<file path="src/rtl/interrupt_ack_control.sv">
// interrupt_ack_control: INT request, two-pulse INTA acknowledge and
// OCW2 EOI/rotation sequencer for the 8259A in-service datapath.
module interrupt_ack_control (
  input  logic       clk,
  input  logic       reset,
  input  logic [7:0] highestRequest,
  input  logic [7:0] highestInServ,
  input  logic       inta,
  input  logic       ocw2Strobe,
  input  logic [2:0] ocw2Cmd,
  input  logic [2:0] ocw2Level,
  input  logic       autoEoi,
  input  logic [4:0] vectorBase,
  output logic       intOut,
  output logic       inServSignal,
  output logic [7:0] interrupt,
  output logic [7:0] vectorOut,
  output logic       vectorValid,
  output logic [7:0] endOfInterrupt,
  output logic [2:0] priorityRotate
);

  typedef enum logic {
    IDLE = 1'b0,
    ACK1 = 1'b1
  } state_t;

  // lowest set bit wins if the input is ever not strictly one-hot
  function automatic logic [2:0] enc8(input logic [7:0] v);
    logic [2:0] e;
    e = 3'd0;
    for (int i = 7; i >= 0; i--) begin
      if (v[i]) e = 3'(i);
    end
    return e;
  endfunction

  function automatic logic [7:0] onehot8(input logic [2:0] l);
    return 8'd1 << l;
  endfunction

  // rank 0 is the level just above the lowest-priority level
  function automatic logic [2:0] rank(
    input logic [2:0] l,
    input logic [2:0] rot
  );
    return l - rot - 3'd1;
  endfunction

  state_t     state_q, state_d;
  logic       int_out_q, int_out_d;
  logic       in_serv_q, in_serv_d;
  logic [7:0] interrupt_q, interrupt_d;
  logic [7:0] vector_out_q, vector_out_d;
  logic       vector_valid_q, vector_valid_d;
  logic [7:0] eoi_q, eoi_d;
  logic [2:0] rot_q, rot_d;
  logic       raeoi_q, raeoi_d;
  logic [2:0] ack_level_q, ack_level_d;
  logic       spurious_q, spurious_d;

  logic       req_any;
  logic       isv_any;
  logic [2:0] req_lvl;
  logic [2:0] isv_lvl;
  logic       req_wins;

  logic [7:0] aeoi_mask;
  logic       aeoi_rot_we;
  logic [7:0] ocw_mask;
  logic       ocw_rot_we;
  logic [2:0] ocw_rot_val;
  logic       ocw_raeoi_set;
  logic       ocw_raeoi_clr;

  // request versus in-service comparison under the current rotation
  always_comb begin
    req_any  = |highestRequest;
    isv_any  = |highestInServ;
    req_lvl  = enc8(highestRequest);
    isv_lvl  = enc8(highestInServ);
    req_wins = req_any &&
               (!isv_any ||
                (rank(req_lvl, rot_q) < rank(isv_lvl, rot_q)));
  end

  // acknowledge sequencer: IDLE raises INT, two INTA pulses finish it
  always_comb begin
    state_d        = state_q;
    int_out_d      = 1'b0;
    in_serv_d      = 1'b0;
    interrupt_d    = 8'd0;
    vector_out_d   = vector_out_q;
    vector_valid_d = 1'b0;
    ack_level_d    = ack_level_q;
    spurious_d     = spurious_q;
    aeoi_mask      = 8'd0;
    aeoi_rot_we    = 1'b0;
    unique case (state_q)
      IDLE: begin
        if (inta) begin
          state_d    = ACK1;
          spurious_d = !req_any;
          if (req_any) begin
            ack_level_d = req_lvl;
            in_serv_d   = 1'b1;
            interrupt_d = onehot8(req_lvl);
          end else begin
            ack_level_d = 3'd7;
          end
        end else begin
          int_out_d = req_wins;
        end
      end
      ACK1: begin
        if (inta) begin
          state_d        = IDLE;
          vector_out_d   = {vectorBase, ack_level_q};
          vector_valid_d = 1'b1;
          if (autoEoi && !spurious_q) begin
            aeoi_mask   = onehot8(ack_level_q);
            aeoi_rot_we = raeoi_q;
          end
        end
      end
      default: state_d = IDLE;
    endcase
  end

  // OCW2 command decode, honoured in either sequencer state
  always_comb begin
    ocw_mask      = 8'd0;
    ocw_rot_we    = 1'b0;
    ocw_rot_val   = ocw2Level;
    ocw_raeoi_set = 1'b0;
    ocw_raeoi_clr = 1'b0;
    if (ocw2Strobe) begin
      unique case (ocw2Cmd)
        3'b001: ocw_mask = highestInServ;
        3'b011: ocw_mask = onehot8(ocw2Level);
        3'b101: begin
          ocw_mask    = highestInServ;
          ocw_rot_we  = isv_any;
          ocw_rot_val = isv_lvl;
        end
        3'b111: begin
          ocw_mask   = onehot8(ocw2Level);
          ocw_rot_we = 1'b1;
        end
        3'b110: ocw_rot_we    = 1'b1;
        3'b100: ocw_raeoi_set = 1'b1;
        3'b000: ocw_raeoi_clr = 1'b1;
        default: ;
      endcase
    end
  end

  // merge AEOI and OCW2 effects; an OCW2 rotation beats the AEOI one
  always_comb begin
    eoi_d   = aeoi_mask | ocw_mask;
    rot_d   = rot_q;
    raeoi_d = raeoi_q;
    if (ocw_rot_we) begin
      rot_d = ocw_rot_val;
    end else if (aeoi_rot_we) begin
      rot_d = ack_level_q;
    end
    if (ocw_raeoi_set) begin
      raeoi_d = 1'b1;
    end else if (ocw_raeoi_clr) begin
      raeoi_d = 1'b0;
    end
  end

  // state and registered outputs
  always_ff @(posedge clk) begin
    if (reset) begin
      state_q        <= IDLE;
      int_out_q      <= 1'b0;
      in_serv_q      <= 1'b0;
      interrupt_q    <= 8'd0;
      vector_out_q   <= 8'd0;
      vector_valid_q <= 1'b0;
      eoi_q          <= 8'd0;
      rot_q          <= 3'b111;
      raeoi_q        <= 1'b0;
      ack_level_q    <= 3'd0;
      spurious_q     <= 1'b0;
    end else begin
      state_q        <= state_d;
      int_out_q      <= int_out_d;
      in_serv_q      <= in_serv_d;
      interrupt_q    <= interrupt_d;
      vector_out_q   <= vector_out_d;
      vector_valid_q <= vector_valid_d;
      eoi_q          <= eoi_d;
      rot_q          <= rot_d;
      raeoi_q        <= raeoi_d;
      ack_level_q    <= ack_level_d;
      spurious_q     <= spurious_d;
    end
  end

  assign intOut         = int_out_q;
  assign inServSignal   = in_serv_q;
  assign interrupt      = interrupt_q;
  assign vectorOut      = vector_out_q;
  assign vectorValid    = vector_valid_q;
  assign endOfInterrupt = eoi_q;
  assign priorityRotate = rot_q;

endmodule

</file>
<file path="config.mk">
export PLATFORM = sky130hd
export DESIGN_NAME = interrupt_ack_control
export DESIGN_NICKNAME = d
export VERILOG_FILES = /design/src/rtl/interrupt_ack_control.sv
export SDC_FILE = /design/constraint.sdc
export NUM_CORES = 1
export LEC_CHECK = 0
export CAP_MARGIN = 20
export CORE_AREA = 2 2 75 77
export CTS_BUF_LIST = sky130_fd_sc_hd__clkbuf_4
export DETAILED_ROUTE_END_ITERATION = 8
export DIE_AREA = 0 0 77 79
export PLACE_DENSITY = 0.63
export SYNTH_ARGS = -nofsm -noshare
export SYNTH_HDL_FRONTEND = slang
export SYNTH_SLANG_ARGS = --single-unit
</file>
<file path="constraint.sdc">
create_clock -name clk -period 2.4 [get_ports clk]
set_input_delay 0.36 -clock clk [delete_from_list [all_inputs] [get_ports clk]]
set_output_delay 0.36 -clock clk [all_outputs]
set_load 0.1 [all_outputs]
</file>
==> out/qor.yml <==
port_buffers: 61
dp.cells: 363
synthXorXnorAreaFrac_pct: 1.957
crit_path_end_kind: "flop"
drt-total-wl_um: 4866
fin_area_mm2: 0.002829
clock_latency_ns: 0.33
skew_ns: 0.01113
cts_buffers: 5
syn_nets: 243
pre_cts_slack_ns: -0.7660
arrival_ns: 2.60
final.setup.worst_slack_ns: 0.08392
synth-seq-cells: 36
grt_pass1_vias: 1775
n_fill_cell: 539
boundaryPins: 62
avgSynthCellArea_um2: 8.820
gp_congestion: 0.7526
cts_hold_buffers: 0
synth_warnings: 0
synthAdderAreaFrac_pct: 6.429
synth_top_cell_by_area: "dfxtp_1"
stdcell_count: 374
grt.overflow.total: 0
dp_hpwl_um: 3722
synthMuxAreaShare_pct: 8.595
yosysTopAreaCellShare_pct: 40.25
grt_max_degree: 27
cts_tree: "yes"
min_period_over_period_pct: 96.50
first_pass_iters: 4
cp-start-kind: "input port"
clk_pin_slew_ns: 0.11
period_minus_slack_ns: 2.316
via_per_inst: 4.821
outcome: "finished, final reports clean"
leakagePower_uw: 0.001282
slew_viol_final: 0
ctsRootBufferMaster: "clkbuf_4"
ys.flop_type: "dfxtp_1"
register_area_um2: 721.9
remaining_drc_errors: 0
netlist_area_mm2: 0.001790
placed_cell_area_mm2: 0.002674
max-cap-violations: 0
rsz0062_at_grt: "true"
wire_per_inst_um: 13.01
path_cells: "buf_2, buf_6, nor3b_4, a21oi_2, o41ai_4, ha_2, inv_2, fa_2, xnor2_2, xnor2_1, ha_1, nor2b_1, o21ai_1, and4b_1"
core_area_mm2: 0.005338
synth_common_cells: "36 x dfxtp_1, 30 x nor2_1, 19 x inv_1"
drive_gt1_share_pct: 36.75
ant_nets: 0
row_count: 27
hold_class: "flop to flop"
postSynth.asyncResetShare_pct: 0
synth.most_common_cell: "dfxtp_1"
nets: 341
cts_max_level: 2
syn_to_final_growth_pct: 58.00
slowest_delay_ns: 0.34
crit_family: "adder cells"
antenna_found_initial: 0
clk_path_buf_depth: 2
vdd.ir_drop.worst_mv: 0.2884
critPathKind: "input port to flop"
synthTopCellsByArea: "dfxtp_1 40%, mux2i_1 6.7%, nor2_1 6.3%"
die_area_mm2: 0.006083
postSynthCellCount: 203
tightest_slew_ns: 0.5934
grt_pass1_wl_um: 7893
synth_top_family_by_area: "simple AND/OR/NAND/NOR gates"
cts_sinks: 36
p_per_area_mw_per_mm2: 495.0
synth_seq_area_share_pct: 40.25
die_h_um: 79
diodes: 0
die_w_um: 77
track_usage_pct: 16.20
synth-edff-count: 0
finalHoldViolations: 0
critical_path_required_ns: 2.68
crit_fanout: 3
synth_compound_area_share_pct: 14.95
yosys.area_share.simple_pct: 22.15
setup_viol: 0
critPathSlowestCell: "fa_2"
ys_types: 41
multi_input_area_mm2: 0.001096
initial_utilization_pct: 33.54
slew_headroom_pct: 59.92
via_count: 1803
drtIter0Drc: 92
critPathBufInv: 3
fmax_ghz: 0.4318
power_uw: 1400
[stage by stage]
step           utilization (%)  hold WS (ns)  TNS [ns]
6_report                 53.00        0.4762         0
5_1_grt                  53.00        0.5118  -0.02683
4_1_cts                  53.00        0.4796         0
3_5_place_dp             50.09        0.4653   -0.7660
3_3_place_gp             50.09        0.4611   -0.6219
2_1_floorplan                -        0.4385  -0.08529
[flip-flops by register name (all words and copies together) (netlist names)]
signal,cells
intOut,1
endOfInterrupt,8
vectorOut,8
priorityRotate,3
raeoi_q,1
vectorValid,1
spurious_q,1
interrupt,8
state_q,1
ack_level_q,3
inServSignal,1
[per-layer routing]
| layer | global-route usage, % | part of all wire (%) | up-vias |
|---|---|---|---|
| li1 | - | - | 912 |
| met1 | 18.87 | 44 | 822 |
| met2 | 29.30 | 49 | 56 |
| met3 | 3.523 | 5.2 | 13 |
| met4 | 5.893 | 1.9 | 0 |
| met5 | 0 | 0 | - |
[kinds of logic after synthesis]
| family | count (synthesis) |
|---|---|
| compound gates | 36 |
| fa+ha+maj | 8 |
| simple gates | 77 |
| buf+inv | 27 |
| mux | 15 |
| flops | 36 |
| xor+xnor | 4 |
[repair_timing]
item	4_1_cts	5_1_grt
endpoints found under the setup margin	1	1
pin swaps	18	16
gates resized for setup	48	14
setup buffers	2	1
cloned	0	0
[worst reg2reg max path: stages (launching register included)]
cell and delay (ns):
dfxtp_2 0.35, inv_1 0.13, ha_2 0.19, inv_2 0.04, fa_2 0.34, xnor2_2 0.14
xnor2_1 0.13, ha_1 0.30, nor2b_1 0.12, o21ai_1 0.13, and4b_1 0.20
[final cells by class]
class                      count  share of cell area [%]
timing repair buffer          99                   28.04
multi-input combinational    140                   38.74
tap                           72                   3.184
clock inverter                 1                  0.1327
clock buffer                   7                   1.858
inverter                      19                   2.521
sequential                    36                   25.52
[where the power goes]
group	internal, uW	switching, uW
Clock	135	187
Combinational	177	262
Sequential	620	18.9
[path summary, 6_finish.rpt]
kind,slack (ns),startpoint,cells past startpoint,end
hold reg to reg,0.48,spurious_q,2,spurious_q
setup / recovery,0.08,highestInServ[0],14,intOut
setup reg to reg,0.27,priorityRotate[0],10,intOut
hold / removal,0.48,spurious_q,2,spurious_q
[cell usage in the layout (no fill, tap or decap), types with 5 or more instances in the layout]
master,instances
a32oi_1,6
and3_1,5
buf_4,65
clkbuf_4,7
clkdlybuf4s50_1,15
dfxtp_1,35
dlygate4sd2_1,6
inv_1,14
inv_2,5
mux2i_1,12
nand2_1,10
nand2b_1,5
nor2_1,29
o22ai_1,6
Power figures use the tool's default switching activity.
